<file path="src/rtl/led_sequencer.sv">
// led_sequencer: prescaled LED pattern generator with four runtime patterns,
// pause, single-step and a per-transition tick pulse.
module led_sequencer #(
  parameter int unsigned DIV        = 27000000 / 6,
  parameter int unsigned NUM_LEDS   = 6,
  parameter bit          ACTIVE_LOW = 1'b1
) (
  input  logic                sys_clk,
  input  logic                sys_reset_n,
  input  logic [1:0]          mode,
  input  logic                pause,
  input  logic                step,
  output logic [NUM_LEDS-1:0] leds,
  output logic                tick
);

  localparam int unsigned CNT_W = (DIV > 1) ? $clog2(DIV) : 1;
  localparam logic [CNT_W-1:0]    CNT_LAST = CNT_W'(DIV - 1);
  localparam logic [NUM_LEDS-1:0] PAT_RST  = NUM_LEDS'(1);
  localparam logic [NUM_LEDS-1:0] LEDS_RST = ACTIVE_LOW ? ~PAT_RST : PAT_RST;

  typedef enum logic [1:0] {
    MODE_ROTATE = 2'd0,
    MODE_BOUNCE = 2'd1,
    MODE_COUNT  = 2'd2,
    MODE_BLINK  = 2'd3
  } mode_e;

  logic [NUM_LEDS-1:0] pat_q, pat_d;
  logic [CNT_W-1:0]    cnt_q, cnt_d;
  mode_e               cur_mode_q, cur_mode_d;
  logic                dir_up_q, dir_up_d;
  logic [NUM_LEDS-1:0] leds_d;
  logic                tick_d;
  logic                fire_c;
  mode_e               mode_in_c;

  // State and output registers; reset shows LED0 lit in ROTATE.
  always_ff @(posedge sys_clk or negedge sys_reset_n) begin
    if (!sys_reset_n) begin
      pat_q      <= PAT_RST;
      cnt_q      <= '0;
      cur_mode_q <= MODE_ROTATE;
      dir_up_q   <= 1'b1;
      leds       <= LEDS_RST;
      tick       <= 1'b0;
    end else begin
      pat_q      <= pat_d;
      cnt_q      <= cnt_d;
      cur_mode_q <= cur_mode_d;
      dir_up_q   <= dir_up_d;
      leds       <= leds_d;
      tick       <= tick_d;
    end
  end

  // Next-state: prescaler, mode reload on change, otherwise advance the pattern.
  always_comb begin
    pat_d      = pat_q;
    cnt_d      = cnt_q;
    cur_mode_d = cur_mode_q;
    dir_up_d   = dir_up_q;
    tick_d     = 1'b0;
    mode_in_c  = mode_e'(mode);
    // Pause wins over a prescaler wrap; step only acts while paused.
    fire_c     = pause ? step : (cnt_q == CNT_LAST);

    if (fire_c) begin
      cnt_d  = '0;
      tick_d = 1'b1;
      if (mode_in_c != cur_mode_q) begin
        cur_mode_d = mode_in_c;
        dir_up_d   = 1'b1;
        case (mode_in_c)
          MODE_ROTATE: pat_d = PAT_RST;
          MODE_BOUNCE: pat_d = PAT_RST;
          MODE_COUNT:  pat_d = '0;
          MODE_BLINK:  pat_d = '1;
          default:     pat_d = PAT_RST;
        endcase
      end else begin
        case (cur_mode_q)
          MODE_ROTATE: pat_d = {pat_q[NUM_LEDS-2:0], pat_q[NUM_LEDS-1]};
          MODE_BOUNCE: begin
            // Turn around at each end so the endpoint is shown for one period.
            if (dir_up_q) begin
              if (pat_q[NUM_LEDS-1]) begin
                dir_up_d = 1'b0;
                pat_d    = pat_q >> 1;
              end else begin
                pat_d    = pat_q << 1;
              end
            end else begin
              if (pat_q[0]) begin
                dir_up_d = 1'b1;
                pat_d    = pat_q << 1;
              end else begin
                pat_d    = pat_q >> 1;
              end
            end
          end
          MODE_COUNT:  pat_d = pat_q + NUM_LEDS'(1);
          MODE_BLINK:  pat_d = ~pat_q;
          default:     pat_d = pat_q;
        endcase
      end
    end else if (!pause) begin
      cnt_d = cnt_q + CNT_W'(1);
    end

    leds_d = ACTIVE_LOW ? ~pat_d : pat_d;
  end

endmodule

</file>
<file path="config.mk">
export PLATFORM = sky130hd
export DESIGN_NAME = led_sequencer
export DESIGN_NICKNAME = d
export VERILOG_FILES = /design/src/rtl/led_sequencer.sv
export SDC_FILE = /design/constraint.sdc
export NUM_CORES = 1
export LEC_CHECK = 0
export ABC_AREA = 1
export CAP_MARGIN = 20
export CORE_ASPECT_RATIO = 1.2
export CORE_MARGIN = 2
export CORE_UTILIZATION = 30
export DETAILED_ROUTE_END_ITERATION = 16
export SLEW_MARGIN = 20
export SYNTH_ARGS = -nofsm -noshare
export SYNTH_HDL_FRONTEND = slang
export SYNTH_SLANG_ARGS = --single-unit
</file>
<file path="constraint.sdc">
create_clock -name sys_clk -period 1.4 [get_ports sys_clk]
set_input_delay 0.28 -clock sys_clk [delete_from_list [all_inputs] [get_ports sys_clk]]
set_output_delay 0.28 -clock sys_clk [all_outputs]
set_load 0.005 [all_outputs]
</file>
==> metrics.txt, run 1 <==
status=finished with violations; failing checks=negative setup slack; Mean Syn Cell Area=6.808 sq um; EDFF count, synth=0; GRT Util Overall=0.1626; antenna cells=0; Die Span Y=105.2 um; DRT antenna net count=0; slowest CP cell=dfrtp_1; Final Hold Viols=0; met1 WL=3.230 mm; # port buffers=12; area grow syn2layout=46.77%; max_slew headroom=0.7616; minimum clock period=1.611 ns; Worst VDD drop=0.6046 mV; Async SR Flop Fraction=1.000; total global routing overflow=0; period utilization=1.151; Fmax=0.6206 GHz; GP Congestion=0.8958; total CTS buffers=5; Syn Inst Count=376; routed vias/inst=4.686; nets=474; crit path capture type=flop; chip width=88.33 um; Clock Latency Late Sink=0.30 ns; H-tree depth=2; Synth area leader=dfrtp_1; unrepaired setup endpoints after global routing=yes; core area=0.008198 sq mm; final instance area=0.003757 sq mm; drt drc=0; Avg WL per Cell=13.51 um; critical path type=reg -> reg; DR WL met2=4.168 mm; total number of vias=2718; final-report setup violation count=38; type of origin of the critical path=flop; placed instance area=0.003266 sq mm; Seq/Total Area, Yosys=0.3847; Finished Layout Cells=580; fin. max-slew vios=0; layout cells sized above 1=0.3412; clk sink count=39; max incr delay on CP=0.40 ns; final WL=7.834 mm; Multi-input gate area=0.001559 sq mm; clk slew on worst S/H paths=0.09 ns; power density over cell area=875.9 mW/mm^2; post-detail-place hpwl=4.972 mm; worst endpoint data arrival time=1.81 ns; number of antenna violations at the first check in global routing=0; Die ar.=0.009291 sq mm; DR iter-0 viols=152; Lkg Pwr=1.837 nW; largest net degree at the start of global routing=40; final design utilization=0.4583; Synth area leaders=dfrtp_1 (31%), nand2_1 (19%), nand3_1 (8.0%); Hold Path Class=in -> async; Slew @ Worst Pin=0.3562 ns; first-pass GRT wire length=12.11 mm; DRT Pass-1 Iters=4; CP dominant cell by count=nand3_2; row count=36; fillers=833; register area=985.9 sq um; yosys warns=0; wire length on met3=263 um; Hold Slack=0.4832 ns; WP data required=1.60 ns; Initial Util=0.3123; dpl ws=-0.2872 ns; Netlist cell types=29; TritonCTS clock tree=yes; placed insts=558; final worst slack=-0.2114 ns; Netlist Area Pre-Place=0.002560 sq mm; MaxCap Viol Count=0; Layout Skew=0.009345 ns; CTS Root Cell=clkbuf_8; Top FF cell, synth=dfrtp_1; crit path cell chain=ha_4, inv_4, nor2_4, nand3_2, nor2_2, nand3_2, nand2_4, buf_6, nor2_1, and2_1; uppermost routed layer=met4; Max clock buf depth=2; vias in the first global route=2736; synth cell count leaders=nand2_1 (132), nor2_1 (46), inv_1 (41), nand3_1 (41), dfrtp_1 (32); Mapped Nets=385; post-synth top area share=0.3128; FF+latch count, synth=39; io pins=13; top-count cell post-synth=nand2_1; Max FO, Critical Path=5
cells in the final DEF (no fill, tap or decap), types with 5 or more instances in the layout:
| cell | synthesis | routed |
|---|---|---|
| dfrtp_1 | 32 | 31 |
| nand4_1 | 7 | 7 |
| xor2_1 | 5 | 5 |
| nor2_4 | 4 | 9 |
| nor2_1 | 46 | 38 |
| nand2_1 | 132 | 116 |
| dlygate4sd2_1 | 0 | 6 |
| clkbuf_8 | 0 | 6 |
| nand2_4 | 1 | 7 |
| nand3_2 | 2 | 9 |
| a21oi_1 | 7 | 7 |
| nand3_1 | 41 | 34 |
| nand2_2 | 5 | 15 |
| nor3_2 | 1 | 5 |
| nor2_2 | 6 | 9 |
| dfstp_2 | 7 | 7 |
| inv_1 | 41 | 38 |
| buf_4 | 1 | 65 |
| o21ai_2 | 1 | 5 |
| nor3_1 | 11 | 7 |
critical path: cells and delay by family (launching register included):
kind	cells	cell delay (ns)
and+or+nand+nor	7	0.73
DFF	1	0.40
adders and majority gates	1	0.20
buffers and inverters	2	0.20
cells by family (layout without fill, tap and decap cells):
logic type | count (synthesis) | count (layout) | synth area share
AO/OA/AOI/OAI | 21 | 21 | 0.04594
XOR/XNOR | 5 | 5 | 0.01711
adder cells (fa/ha/maj) | 3 | 3 | 0.01466
buffers and inverters | 48 | 138 | 0.08456
flip-flops | 39 | 39 | 0.3847
AND/OR/NAND/NOR | 260 | 260 | 0.4531
metal layers:
metal / track usage / vias to the layer above
met4: 0.05411 / 0
li1: - / 1360
met3: 0.02686 / 13
met5: 0 / -
met2: 0.2889 / 51
met1: 0.1938 / 1294
registers in the layout, indices dropped and copies added (netlist names), named ones only:
name	cells
tick	1
cur_mode_q	2
leds	6
pat_q	5
cnt_q	23
dir_up_q	1
final timing paths:
path	endpoint	cells after the start	startpoint	slack (ns)
setup reg to reg	cnt_q[13]	10	cnt_q[0]	-0.21
min in group sys_clk	dir_up_q	2	dir_up_q	0.52
max in group asynchronous	leds[4]	3	sys_reset_n	0.65
hold / removal	cnt_q[11]	3	sys_reset_n	0.48
setup / recovery	cnt_q[13]	10	cnt_q[0]	-0.21
hold reg to reg	dir_up_q	2	dir_up_q	0.52
per-stage QoR:
stage / TNS (ns) / power, mW
after floorplan: 0 / 1.853
after global placement: -7.264 / 2.258
after detailed placement: -7.945 / 2.269
after CTS: -4.107 / 3.148
after global routing: -9.792 / 3.508
final: -6.264 / 3.291
power by group:
group	switching, mW	internal (mW)
logic	0.565	0.491
clock network	0.435	0.399
registers	0.134	1.27
layout make-up:
class,instances,area share
timing repair buffer,89,0.2188
tap,114,0.03796
multi-input combinational,289,0.4149
sequential,39,0.2624
clock inverter,1,0.001332
clock buffer,7,0.02298
inverter,41,0.04163
repair_timing:
item | in CTS | in global routing
gates cloned | 0 | 5
hold buffers | 1 | 0
hold endpoints to repair | 32 | 0
buffers inserted | 7 | 1
setup endpoints to repair | 42 | 40
resized for setup | 21 | 50
pin swaps | 10 | 11
Power figures use the tool's default switching activity.
==> inputs of run 2 (changes only) <==
- CORE_ASPECT_RATIO: 1.2 -> default
- GPL_TIMING_DRIVEN: default -> 0
==> run 2 against run 1 <==
Against the previous run:
- the run still ends with negative setup slack left
- register-to-register slack improved by 0.03 ns
- global-route usage shrank 0.95 points
- cell count down 10%
- sequential power about the same
- hold slack worse by 0.082 ns
- critical endpoint is now pat_q[2]
- largest power group unchanged
==> metrics.txt, run 2 (synthesis results as in run 1) <==
status=finished with violations; failing checks=negative setup slack; DR iter-0 viols=91; io pins=13; routed vias/inst=4.802; Clock Latency Late Sink=0.30 ns; crit path capture type=flop; Die ar.=0.009288 sq mm; number of antenna violations at the first check in global routing=0; dpl ws=-0.4960 ns; worst setup path start=cnt_q[1]; vias in the first global route=2353; clk slew on worst S/H paths=0.08 ns; Global Route met2 Usage=0.2569; total CTS buffers=5; area grow syn2layout=30.06%; most used routing layer=met2; NetSw=1.071 mW; final WL=6.757 mm; # port buffers=12; top flop regs=cnt_q (23), leds (6), pat_q (5); GRT Util Overall=0.1531; period utilization=1.126; drt drc=0; unrepaired setup endpoints after global routing=yes; commonest cells after routing, fill and taps aside=nand2_1 (113), nor2_1 (38), inv_1 (37); DRT antenna net count=0; share of power burned in registers=0.434; Final Hold Viols=0; TritonCTS clock tree=yes; MaxCap Viol Count=0; worst endpoint data arrival time=1.77 ns; WP data required=1.59 ns; cell-internal power=2.191 mW; Slew @ Worst Pin=0.3799 ns; Initial Util=0.3100; clk sink count=39; fin. max-slew vios=0; row count=33; Finished Layout Cells=521; chip width=96.38 um; Avg WL per Cell=12.97 um; post-detail-place hpwl=4.484 mm; final design utilization=0.4032; Combinational Power Share=0.261; Hold Slack=0.4007 ns; commonest non-fill, non-tap cell in the layout=nand2_1; Max FO, Critical Path=5; DRT Pass-1 Iters=4; grt met3 use=0.03491; GP Congestion=0.9236; routing usage on met1=0.1976; total global routing overflow=0; H-tree depth=2; placed insts=494; final worst slack=-0.1770 ns; R2R cell count=11; critical path type=reg -> reg; Worst VDD drop=0.5351 mV; first-pass GRT wire length=11.01 mm; Fmax=0.6341 GHz; largest net degree at the start of global routing=28; max_slew headroom=0.7448; switch share=0.3283; reg-to-reg endpoint=pat_q[2]; Max clock buf depth=2; Worst Setup EP=pat_q[2]; final-report setup violation count=39; total number of vias=2502; flop-to-flop setup slack=-0.18 ns; Lkg Pwr=1.567 nW; antenna cells=0; layout cells sized above 1=0.2668; minimum clock period=1.577 ns; Biggest register=cnt_q; type of origin of the critical path=flop; CTS Root Cell=clkbuf_8; Hold Path Class=in -> async; R2R Path Start=cnt_q[1]; Layout Skew=0.006395 ns; nets=424; max reg flops=23; power density over cell area=979.8 mW/mm^2; clock network fraction of total power=0.306; core area=0.008258 sq mm; Die Span Y=96.38 um
[run 2: critical path, cell delays in order (launching register included)]
cell and delay, ns:
dfrtp_1 0.41, ha_4 0.18, nand2_2 0.07, nor2_4 0.09, inv_1 0.05, nor2_2 0.08, nand3_2 0.10, nand2_2 0.12
nand2_4 0.11, buf_6 0.16, nand2_1 0.05, nand2_1 0.05
[run 2: what timing repair did]
action / in CTS / in global routing
pin swaps: 12 / 21
cloned: 4 / 1
hold buffers: 1 / 0
endpoints found under the hold margin: 12 / 0
setup buffers: 8 / 6
setup endpoints to repair: 43 / 40
gates resized for setup: 33 / 46
[run 2: metrics by stage]
stage          total power [mW]  area, sq um  TNS (ns)
2_1_floorplan             1.853         2560         0
3_5_place_dp              2.106         2826    -11.09
4_1_cts                   3.160         3142    -6.665
6_report                  3.262         3329    -5.055
5_1_grt                   3.457         3329    -9.324
3_3_place_gp              2.087         2811    -46.71
[run 2: cell type report]
type / instances / area [sq um]
Buffer: 7 / 73.82
Clock buffer: 6 / 82.58
Inverter: 41 / 156.4
Fill cell: 865 / 4928
Sequential cell: 39 / 989.7
Timing Repair Buffer: 32 / 316.6
Clock inverter: 2 / 35.03
Multi-Input combinational cell: 289 / 1544
Tap cell: 105 / 131.4
[run 2: power groups by stage]
stage                     registers [mW]  logic [mW]  clock network (mW)
after floorplan                     1.38       0.473                   0
after global placement              1.41       0.677                   0
after detailed placement            1.41       0.693                   0
after CTS                           1.40       0.737                1.03
after global routing                1.44       0.943                1.08
final                               1.42       0.850               0.997
[run 2: how the worst min path moves through the flow]
stage	cells after the start	to
2_1_floorplan	0	async pin
3_3_place_gp	2	dir_up_q
3_5_place_dp	1	cnt_q[22]
4_1_cts	2	cnt_q[22]
5_1_grt	2	cnt_q[22]
6_report	2	cnt_q[22]
[run 2: layer usage]
metal | vias up | part of all wire
li1 | 1268 | -
met1 | 1178 | 0.46
met3 | 9 | 0.041
met5 | - | 0
met2 | 47 | 0.48
met4 | 0 | 0.013
==> inputs of run 3 (changes only) <==
--- a/config.mk
+++ b/config.mk
@@ -7,5 +7,4 @@
 export LEC_CHECK = 0
 export ABC_AREA = 1
-export CAP_MARGIN = 20
 export CORE_MARGIN = 2
 export CORE_UTILIZATION = 30
==> constraint.sdc (replaced) <==
create_clock -name sys_clk -period 1.4 [get_ports sys_clk]
set_input_delay 0.14 -clock sys_clk [delete_from_list [all_inputs] [get_ports sys_clk]]
set_output_delay 0.14 -clock sys_clk [all_outputs]
set_load 0.005 [all_outputs]
==> run 3 against run 2 <==
Against the previous run:
- the run still ends with negative setup slack left
- sequential power barely moved
- via count rose by 1.0%
- setup slack got worse by 0.042 ns
- register-to-register slack got worse by 0.04 ns
==> metrics.txt, run 3 (synthesis results as in run 1) <==
cell-internal power=2.175 mW; H-tree depth=2; Fmax=0.6177 GHz; minimum clock period=1.619 ns; total CTS buffers=5; area grow syn2layout=27.32%; DRT Pass-1 Iters=6; post-detail-place hpwl=4.484 mm; final WL=6.772 mm; GP Congestion=0.9236; R2R cell count=10; Layout Skew=0.007064 ns; grt met3 use=0.03413; WP data required=1.59 ns; row count=33; max reg flops=23; # port buffers=12; power density over cell area=989.5 mW/mm^2; Hold Path Class=in -> async; Clock Latency Late Sink=0.30 ns; DR iter-0 viols=70; drt drc=0; Initial Util=0.3100; final design utilization=0.3947; TritonCTS clock tree=yes; clock network fraction of total power=0.311; first-pass GRT wire length=11.07 mm; placed instance area=0.002826 sq mm; Die ar.=0.009288 sq mm; clk slew on worst S/H paths=0.08 ns; Hold Slack=0.2588 ns; chip width=96.38 um; Die Span Y=96.38 um; Combinational Power Share=0.251; antenna cells=0; worst endpoint data arrival time=1.81 ns; period utilization=1.156; failing checks=negative setup slack; crit path capture type=flop; dpl ws=-0.3560 ns; unrepaired setup endpoints after global routing=yes; core area=0.008258 sq mm; type of origin of the critical path=flop; fin. max-slew vios=0; Max clock buf depth=2; Slew @ Worst Pin=0.4287 ns; commonest non-fill, non-tap cell in the layout=nand2_1; Worst VDD drop=0.5342 mV; Global Route met2 Usage=0.2587; max_slew headroom=0.7132; Biggest register=cnt_q; placed insts=494; Final Hold Viols=0; routed vias/inst=4.843; number of antenna violations at the first check in global routing=0; share of power burned in registers=0.438; GRT Util Overall=0.1542; total number of vias=2528; clk sink count=39; io pins=13; Finished Layout Cells=522; Lkg Pwr=1.534 nW; switch share=0.3257; DRT antenna net count=0; NetSw=1.050 mW; final worst slack=-0.2190 ns; critical path type=reg -> reg; top flop regs=cnt_q (23), leds (6), pat_q (5); MaxCap Viol Count=0; total global routing overflow=0; nets=425; final-report setup violation count=39; Avg WL per Cell=12.97 um; vias in the first global route=2369; largest net degree at the start of global routing=28; most used routing layer=met2; status=finished with violations; Max FO, Critical Path=5; layout cells sized above 1=0.2494; routing usage on met1=0.1990; final instance area=0.003259 sq mm; CTS Root Cell=clkbuf_8; commonest cells after routing, fill and taps aside=nand2_1 (112), nor2_1 (41), nand3_1 (39)
==> run 3: cell types whose count changed in the layout (fill, tap and decap cells not counted), sizes merged <==
cell and change:
buf +2, clkbuf -1, clkdlybuf4s50 +2, dlygate4sd2 -1, dlymetal6s2s -1
==> run 3: timing repair <==
item                                    CTS  global route
pin swaps                                14            14
setup buffers                            10             6
gates cloned                              5             0
resized for setup                        32            38
endpoints found under the setup margin   42            39
hold buffers                              1             0
endpoints found under the hold margin    12             0
==> run 3: final timing paths <==
check                                  from       endpoint  slack (ns)
worst max register to register     cnt_q[1]       cnt_q[6]       -0.22
worst max-delay path               cnt_q[1]       cnt_q[6]       -0.22
max in group asynchronous       sys_reset_n        leds[4]        0.62
min in group sys_clk                mode[1]  cur_mode_q[1]        0.45
worst min-delay path            sys_reset_n      cnt_q[22]        0.26
worst min register to register     dir_up_q       dir_up_q        0.53
==> run 3: worst max-delay path: stages (launching register included) <==
cell and delay [ns]:
dfrtp_1 0.42, ha_4 0.17, inv_2 0.04, nor2_2 0.13
nand3_1 0.10, nor2_1 0.11, nand3_1 0.11, nand2_4 0.14
buf_6 0.13, buf_6 0.12, nor2_1 0.05
==> run 3: routing by layer <==
metal / part of all wire / up-vias / wire, um
met1: 0.46 / 1197 / 3092
met2: 0.48 / 59 / 3262
met3: 0.051 / 8 / 344
met5: 0 / - / 0
met4: 0.011 / 0 / 73
li1: - / 1264 / -
==> run 3: stage by stage <==
step	TNS, ns	power, mW
detailed placement	-7.751	2.106
global route	-11.12	3.410
global placement	-37.94	2.087
floorplan	0	1.853
finish	-6.259	3.225
CTS	-7.716	3.164
==> run 3: cell type report <==
class / count / area [sq um]
well taps: 105 / 131.4
multi-input cells: 289 / 1486
plain buffers: 7 / 70.07
repair buffers: 33 / 311.5
flip-flops and latches: 39 / 988.4
clock buffers: 6 / 82.58
fillers: 862 / 4999
clock inverters: 2 / 35.03
inverters: 41 / 153.9
==> run 3: power groups by stage <==
stage	Combinational, mW	Clock (mW)	Sequential, mW
global placement	0.677	0	1.41
finish	0.809	1.00	1.41
CTS	0.741	1.03	1.40
global route	0.900	1.08	1.43
floorplan	0.473	0	1.38
detailed placement	0.693	0	1.41
